**src/rtl/cam_i2c_write_master.sv**
```systemverilog
// cam_i2c_write_master: serialises one camera register write (8-bit register
// address + 16-bit data) as a standard-mode I2C write transaction on
// open-drain SCL/SDA, reporting completion and NACK errors.
module cam_i2c_write_master #(
  parameter logic [6:0]  DEV_ADDR = 7'h3C,
  parameter int unsigned CLK_DIV  = 125
) (
  input  logic        sysClk,
  input  logic        rst_n,
  input  logic [7:0]  cam_i2c_addr,
  input  logic [15:0] cam_i2c_data,
  input  logic        cmd_valid,
  output logic        cmd_ready,
  input  logic        sda_in,
  output logic        scl_oe,
  output logic        sda_oe,
  output logic        busy,
  output logic        done,
  output logic        nack,
  output logic        ack_error,
  input  logic        err_clr
);

  localparam int unsigned CNT_W = (CLK_DIV > 1) ? $clog2(CLK_DIV) : 1;

  typedef enum logic [2:0] {
    ST_IDLE,
    ST_START,
    ST_BYTE,
    ST_STOP,
    ST_DONE
  } state_t;

  state_t           state, state_n;
  logic [CNT_W-1:0] qcnt, qcnt_n;
  logic [1:0]       qidx, qidx_n;
  logic [3:0]       bit_idx, bit_n;
  logic [1:0]       byte_idx, byte_n;
  logic [31:0]      shreg, sh_n;
  logic             nack_flag, flag_n;
  logic             sample_nack;
  logic             tick;
  logic             scl_n, sda_n;

  assign tick = (qcnt == CNT_W'(CLK_DIV - 1));

  // State, counters and registered bus/handshake outputs.
  // Outputs are decoded from the next-state values so that they stay aligned
  // with the state they describe while still coming straight from flops.
  always_ff @(posedge sysClk or negedge rst_n) begin
    if (!rst_n) begin
      state     <= ST_IDLE;
      qcnt      <= '0;
      qidx      <= '0;
      bit_idx   <= '0;
      byte_idx  <= '0;
      shreg     <= '0;
      nack_flag <= 1'b0;
      cmd_ready <= 1'b1;
      busy      <= 1'b0;
      done      <= 1'b0;
      nack      <= 1'b0;
      scl_oe    <= 1'b0;
      sda_oe    <= 1'b0;
      ack_error <= 1'b0;
    end else begin
      state     <= state_n;
      qcnt      <= qcnt_n;
      qidx      <= qidx_n;
      bit_idx   <= bit_n;
      byte_idx  <= byte_n;
      shreg     <= sh_n;
      nack_flag <= flag_n;
      cmd_ready <= (state_n == ST_IDLE);
      busy      <= (state_n != ST_IDLE);
      done      <= (state_n == ST_DONE);
      nack      <= (state_n == ST_DONE) && flag_n;
      scl_oe    <= scl_n;
      sda_oe    <= sda_n;
      if (sample_nack)
        ack_error <= 1'b1;
      else if (err_clr)
        ack_error <= 1'b0;
    end
  end

  // Next-state, sequencing counters and bus drive decode.
  always_comb begin
    state_n     = state;
    qcnt_n      = '0;
    qidx_n      = qidx;
    bit_n       = bit_idx;
    byte_n      = byte_idx;
    sh_n        = shreg;
    flag_n      = nack_flag;
    sample_nack = 1'b0;

    case (state)
      ST_IDLE: begin
        qidx_n = '0;
        bit_n  = '0;
        byte_n = '0;
        if (cmd_valid) begin
          state_n = ST_START;
          sh_n    = {DEV_ADDR, 1'b0, cam_i2c_addr, cam_i2c_data};
          flag_n  = 1'b0;
        end
      end
      ST_START: begin
        qcnt_n = tick ? '0 : qcnt + CNT_W'(1);
        if (tick) begin
          qidx_n = qidx + 2'd1;
          if (qidx == 2'd3)
            state_n = ST_BYTE;
        end
      end
      ST_BYTE: begin
        qcnt_n = tick ? '0 : qcnt + CNT_W'(1);
        if (tick) begin
          qidx_n = qidx + 2'd1;
          // ACK slot: sample on the last cycle of q2
          if (bit_idx == 4'd8 && qidx == 2'd2 && sda_in) begin
            flag_n      = 1'b1;
            sample_nack = 1'b1;
          end
          if (qidx == 2'd3) begin
            if (bit_idx != 4'd8) begin
              sh_n  = {shreg[30:0], 1'b0};
              bit_n = bit_idx + 4'd1;
            end else begin
              bit_n = '0;
              if (nack_flag || byte_idx == 2'd3)
                state_n = ST_STOP;
              else
                byte_n = byte_idx + 2'd1;
            end
          end
        end
      end
      ST_STOP: begin
        qcnt_n = tick ? '0 : qcnt + CNT_W'(1);
        if (tick) begin
          qidx_n = qidx + 2'd1;
          if (qidx == 2'd3)
            state_n = ST_DONE;
        end
      end
      ST_DONE: begin
        state_n = ST_IDLE;
        byte_n  = '0;
      end
      default: state_n = ST_IDLE;
    endcase

    scl_n = 1'b0;
    sda_n = 1'b0;
    case (state_n)
      ST_START: begin
        scl_n = (qidx_n == 2'd3);
        sda_n = (qidx_n != 2'd0);
      end
      ST_BYTE: begin
        scl_n = (qidx_n == 2'd0) || (qidx_n == 2'd3);
        sda_n = (bit_n != 4'd8) && !sh_n[31];
      end
      ST_STOP: begin
        scl_n = (qidx_n == 2'd0);
        sda_n = (qidx_n != 2'd3);
      end
      default: begin
        scl_n = 1'b0;
        sda_n = 1'b0;
      end
    endcase
  end

endmodule

```
**config.mk**
```make
export PLATFORM = sky130hd
export DESIGN_NAME = cam_i2c_write_master
export DESIGN_NICKNAME = d
export VERILOG_FILES = /design/src/rtl/cam_i2c_write_master.sv
export SDC_FILE = /design/constraint.sdc
export NUM_CORES = 1
export LEC_CHECK = 0
export ABC_AREA = 0
export BUFFER_PORTS_ARGS = -buffer_cell sky130_fd_sc_hd__clkbuf_2
export CORE_UTILIZATION = 61
export CTS_CLUSTER_DIAMETER = 30
export DETAILED_ROUTE_END_ITERATION = 16
export PLACE_DENSITY = 0.93
export SETUP_SLACK_MARGIN = 0.4
export SYNTH_ARGS = -nofsm -noshare
export SYNTH_HDL_FRONTEND = slang
export SYNTH_SLANG_ARGS = --single-unit
export TNS_END_PERCENT = 30
```
**constraint.sdc**
```tcl
create_clock -name sysClk -period 5.9 [get_ports sysClk]
set_input_delay 0.885 -clock sysClk [delete_from_list [all_inputs] [get_ports sysClk]]
set_output_delay 0.885 -clock sysClk [all_outputs]
set_load 0.05 [all_outputs]
```
-- After elaboration in Yosys (flattened, before gate mapping)
Cells that the tools add are included.
- flip-flop bits (word level): 58
- bits of input ports: 29
- output and inout bits: 7
- word-level logic and storage cells: 100
- add/sub/neg operators: 4
- equal/unequal tests: 23
- mux-type cells: 39
- reduce and logical (&&, ||, !) cells: 19
- operator list (kind ; number):
    two-way mux 32 bit ; 4
    one-hot mux 32 bit (2 select lines) ; 1
    two-way mux 3 bit ; 9
    two-way mux 7 bit ; 2
    inequality test 2 bit (second input constant) ; 7
    equality test 3 x 2 -> 1 bit (second input constant) ; 4
    two-way mux 4 bit ; 3
    one-hot mux 3 bit (4 select lines) ; 1
    two-way mux 2 bit ; 5
    AND reduction 5 bit ; 2
    equality test 2 bit (second input constant) ; 4
    two-way mux 1 bit ; 8
    inequality test 4 bit (second input constant) ; 2
    one-hot mux 2 bit (2 select lines) ; 2
    one-hot mux 4 bit (2 select lines) ; 1
    nonzero test 2 bit ; 4
    adder 7 x 1 -> 7 bit (second input constant) ; 1
    equality test 7 bit (second input constant) ; 1
    equality test 3 x 1 -> 1 bit (second input constant) ; 2
    equality test 3 bit (second input constant) ; 2
    logical NOT 3 bit ; 2
    one-hot mux 1 bit (3 select lines) ; 2
    adder 2 x 1 -> 2 bit (second input constant) ; 2
    adder 4 x 1 -> 4 bit (second input constant) ; 1
    other kinds (9) ; 13

-- Logic depth before layout (Yosys ltp)
- word-level depth: 9
- mapped depth: 10
- depth with buffers taken out: 10

-- Least setup slack after synthesis
No wires, ideal clock.
- kind: reg-to-reg
- start point: reg state[1]
- end point: reg sda_oe
- setup time: 0.104 ns
- arrival time: 1.863 ns
- required time: 5.796 ns
- slack: 3.933 ns
- stages on the path, launching flop included: 9
- buffers on the path: 2
- clock period less this slack: 1.967 ns
- path through: dfrtp_1 > buf_2 > clkbuf_1 > nor2_1 > o21bai_1 > a21oi_1 > ha_1 > or4_1 > o311ai_1
- cells in the longest elaborated chain, start to end: 7
- elaborated cells between the ends (all ways): 27
- classes of those cells: eq/ne: 8; mux: 14; reduce/logical: 5
- ends and longest elaborated chain (element ; RTL line ; RTL):
    start, declared ; 34 ; state_t state, state_n;
    start signal, assigned ; 67 ; state <= state_n;
    two-way mux 3 bit ; 132 ; if (nack_flag || byte_idx == 2'd3)
    two-way mux 3 bit ; 127 ; if (bit_idx != 4'd8) begin
    two-way mux 3 bit ; 126 ; if (qidx == 2'd3) begin
    two-way mux 3 bit ; 119 ; if (tick) begin
    one-hot mux 3 bit (4 select lines) ; 98 ; case (state)
    equality test 3 x 2 -> 1 bit / equality test 3 x 1 -> 1 bit (equally long branches) ; 157 ; case (state_n)
    one-hot mux 1 bit (3 select lines) (*) ; 157 ;
    named net sda_n ; 43 ; logic scl_n, sda_n;
    end signal, assigned ; 79 ; sda_oe <= sda_n;
    end, declared ; 16 ; output logic sda_oe,
Mark *: on every way through the listed nets, which the timed path passes. The rest lies on a longest branch.
A chain may end at the register's enable or synchronous reset.

-- Final worst setup path
- start point: reg state[1]
- end point: reg sda_oe
- elaborated cells between the ends (all ways): 27
- classes of those cells: eq/ne: 8; mux: 14; reduce/logical: 5
- RTL lines (element ; RTL line ; RTL):
    equality test 3 x 2 -> 1 bit / logical NOT 3 bit (equally long branches) ; 98 ;
    one-hot mux 4 bit (2 select lines) (*) ; 98 ;
    named net bit_n[0] ; 37 ; logic [3:0] bit_idx, bit_n;
    inequality test 4 bit (*) ; 164 ; sda_n = (bit_n != 4'd8) && !sh_n[31];
    logical AND 1 bit (*) ; 164 ;
    one-hot mux 1 bit (3 select lines) (*) ; 157 ;
    named net sda_n ; 43 ;
Marks and branches as above.

==> impl_metrics.py <==
metrics = {
    "global_route": {
        "grt_pass1_wl_mm": 9.756,
        "antenna_found_initial": 0,
        "grt_max_degree": 59,
        "overflow": 0,
        "grt_usage_pct": 25.97,
        "first_global_vias": 2120,
    },
    "clocking": {
        "cts_tree": "done",
        "cts_sinks": 58,
        "path_clk_slew_ns": 0.07,
        "h-tree-depth": 3,
        "cts_buffers": 9,
        "clkLatencyLatePin_ns": 0.34,
        "holdBufCountCts": 0,
        "cts_buffer_depth": 2,
        "clockRootBuffer": "clkbuf_8",
        "cts_setup_buffers": 0,
        "post_cts_resized": 0,
    },
    "timing": {
        "fmax_mhz": 423.1,
        "rsz0062_at_grt": "false",
        "fin_setup_tns_ns": 0,
        "setup_viol": 0,
        "maxSlewHeadroom_pct": 44.37,
        "clock_skew_ns": 0.006630,
        "min_period_ns": 2.363,
        "max_slew.worst_pin.slew_ns": 0.8134,
        "slew_viol_final": 0,
        "finalCritPeriodShare_pct": 40.06,
        "hold_viol_final": 0,
    },
    "floorplan": {
        "dieArea_mm2": 0.004813,
        "io-pin-count": 36,
        "start_util_pct": 63.59,
        "coreArea_mm2": 0.004354,
        "die_x_um": 69.38,
        "rows": 24,
        "die_h_um": 69.38,
    },
    "layout": {
        "area_growth_pct": 14.10,
        "antenna_cells": 0,
        "nFillCells": 298,
        "drive_above_1_share_pct": 19.81,
        "design_area_mm2": 0.003159,
        "nets": 356,
        "final_util_pct": 72.56,
    },
    "flow_run": {
        "cap_violations": 0,
    },
    "synth": {
        "yosys-top-cells-count": "nand2_1, dfrtp_1, a22oi_1, nor2_1, inv_1",
        "synth_top_family_by_area": "simple AND/OR/NAND/NOR gates",
        "synth-xor-area-share_pct": 2.214,
        "synth_top_area_share_pct": 51.51,
        "synth-seq-cells": 58,
        "synth_cell_types": 51,
        "yosys_warnings": 0,
        "synth_nets": 322,
        "synth-adder-area-share_pct": 4.067,
        "seq_area_frac_synth_pct": 52.46,
        "synthCells": 284,
        "synth_largest_area_cell": "dfrtp_1",
        "syn_area_per_cell_um2": 9.750,
        "synth.most_common_cell": "nand2_1",
        "synth-edff-count": 0,
        "synth-async-reset-ratio_pct": 100.0,
        "ys.flop_type": "dfrtp_1",
        "synthTopCellsByArea": "dfrtp_1, nand2_1, a22oi_1",
        "synth_compound_area_share_pct": 14.78,
        "synth.area.mux_share_pct": 0.3615,
        "netlist_area_mm2": 0.002769,
        "synth-simple-area-share_pct": 21.55,
    },
    "power": {
        "power.switching_mw": 0.1772,
        "combPwrFrac_pct": 3.2,
        "seqPwrFrac_pct": 51.5,
        "p_leak_nw": 1.574,
        "p_per_area_mw_per_mm2": 252.9,
        "power.internal_mw": 0.6219,
        "p_sw_share_pct": 22.17,
        "ir_drop_mv": 0.1592,
        "clockPowerShare_pct": 45.4,
    },
    "critical_path": {
        "cp-end-kind": "flip-flop",
        "path_cells": "or3b_4, nor4b_4, buf_4, o22a_1, nor4b_1, o311ai_1",
        "critPathLaunchType": "flip-flop",
        "reg2reg_depth": 6,
        "path_buf_inv": 1,
        "path_delay_family": "simple AND/OR/NAND/NOR gates",
        "cp_slowest_cell": "dfrtp_1",
        "path_class": "reg -> reg",
        "ff2ff_setup_slack_ns": 3.54,
        "slowest_delay_ns": 0.68,
        "regToRegStartpoint": "state[1]",
        "worstPathArrival_ns": 2.60,
        "path_depth": 6,
        "reg2reg_to": "sda_oe",
        "cp.required_ns": 6.14,
        "cp_max_fo": 42,
    },
    "drt": {
        "dr_total_vias": 2215,
        "dr_wl_met2_mm": 2.734,
        "ant_nets": 0,
        "drt_first_pass_iters": 4,
        "via_per_inst": 5.907,
        "wirelength_mm": 5.623,
        "drt-met1-wl_mm": 2.443,
        "route.met3.wl_um": 260,
        "drc": 0,
        "wl_per_cell_um": 14.99,
        "top_layer_used": "met4",
        "drt_iter0_drc": 215,
    },
    "placed_design": {
        "port_buffers": 35,
        "dp_hpwl_mm": 3.671,
        "place.gp.congestion": 0.8185,
        "place_area_mm2": 0.002964,
    },
    "worst_hold_path": {
        "min_path_type": "reg -> reg",
        "holdPathEnd": "shreg[19]",
        "holdPathStages": 2,
        "hp-start": "shreg[19]",
    },
    "outcome": {
        "status": "complete, no violations",
    },
}
[final cells by class]
cell class	instances	area, µm²	area share, %
Inverter	12	45.04	1.426
Clock buffer	11	141.4	4.475
Multi-Input combinational cell	198	1196	37.86
Timing Repair Buffer	39	205.2	6.495
Tap cell	52	65.06	2.059
Sequential cell	58	1453	45.98
Clock inverter	5	53.80	1.703
[per-layer routing]
metal	vias to the layer above	track usage (%)
met4	0	15.87
met1	1065	33.93
met2	73	39.59
li1	1059	-
met3	18	5.814
met5	-	0
[per-stage QoR]
stage,hold slack [ns],instances,setup WS (ns),total power [mW]
after floorplan,0.4458,284,3.933,0.4238
after global placement,0.4586,359,3.632,0.4430
after detailed placement,0.4652,359,3.592,0.4442
after CTS,0.4807,375,3.570,0.8033
after global routing,0.5086,375,3.376,0.8275
final,0.4807,375,3.537,0.7991
[sequential cells by signal (all words and copies together) (netlist names)]
name       cells
shreg         32
qcnt           7
bit_idx        4
state          3
byte_idx       2
qidx           2
ack_error      1
busy           1
cmd_ready      1
done           1
nack           1
nack_flag      1
scl_oe         1
sda_oe         1
[worst register-to-register path: stages (launching register included)]
cell	delay, ns
dfrtp_1	0.68
or3b_4	0.46
nor4b_4	0.21
buf_4	0.39
o22a_1	0.22
nor4b_1	0.06
o311ai_1	0.24
[logic make-up (layout without fill, tap and decap cells)]
group,count (synthesis),after routing
AOI/OAI and AO/OA,57,57
xor gates and xnor gates,7,7
adders and majority gates,9,9
buffers and inverters,28,67
DFF,58,58
muxes,1,1
and+or+nand+nor,124,124
[power groups by stage]
stage | Clock (mW) | Combinational, mW | Sequential (mW)
detailed placement | 0 | 0.0256 | 0.419
CTS | 0.366 | 0.0259 | 0.411
global placement | 0 | 0.0250 | 0.418
floorplan | 0 | 0.00659 | 0.417
global route | 0.386 | 0.0298 | 0.412
finish | 0.363 | 0.0252 | 0.411
[cells in the final DEF, fill, tap and decap left out, types with 3 or more instances in the layout]
cell,synthesis,routed
a22oi_1,23,23
xor2_1,5,5
nand3_1,7,7
nor2_1,23,23
nand4_1,3,3
buf_4,2,4
nand2_1,66,66
inv_1,12,12
clkbuf_2,0,35
dfrtp_1,57,57
a21oi_1,4,4
clkinv_2,0,3
ha_1,9,9
nor3_1,3,3
o21ai_0,10,10
clkbuf_8,0,10
[worst max-delay path by stage]
| stage | from | to |
|---|---|---|
| 5_1_grt | state[1] | sda_oe |
| 3_3_place_gp | state[1] | sda_oe |
| 4_1_cts | state[1] | sda_oe |
| 2_1_floorplan | state[1] | sda_oe |
| 6_report | state[1] | sda_oe |
| 3_5_place_dp | state[1] | sda_oe |
Power figures use the tool's default switching activity.
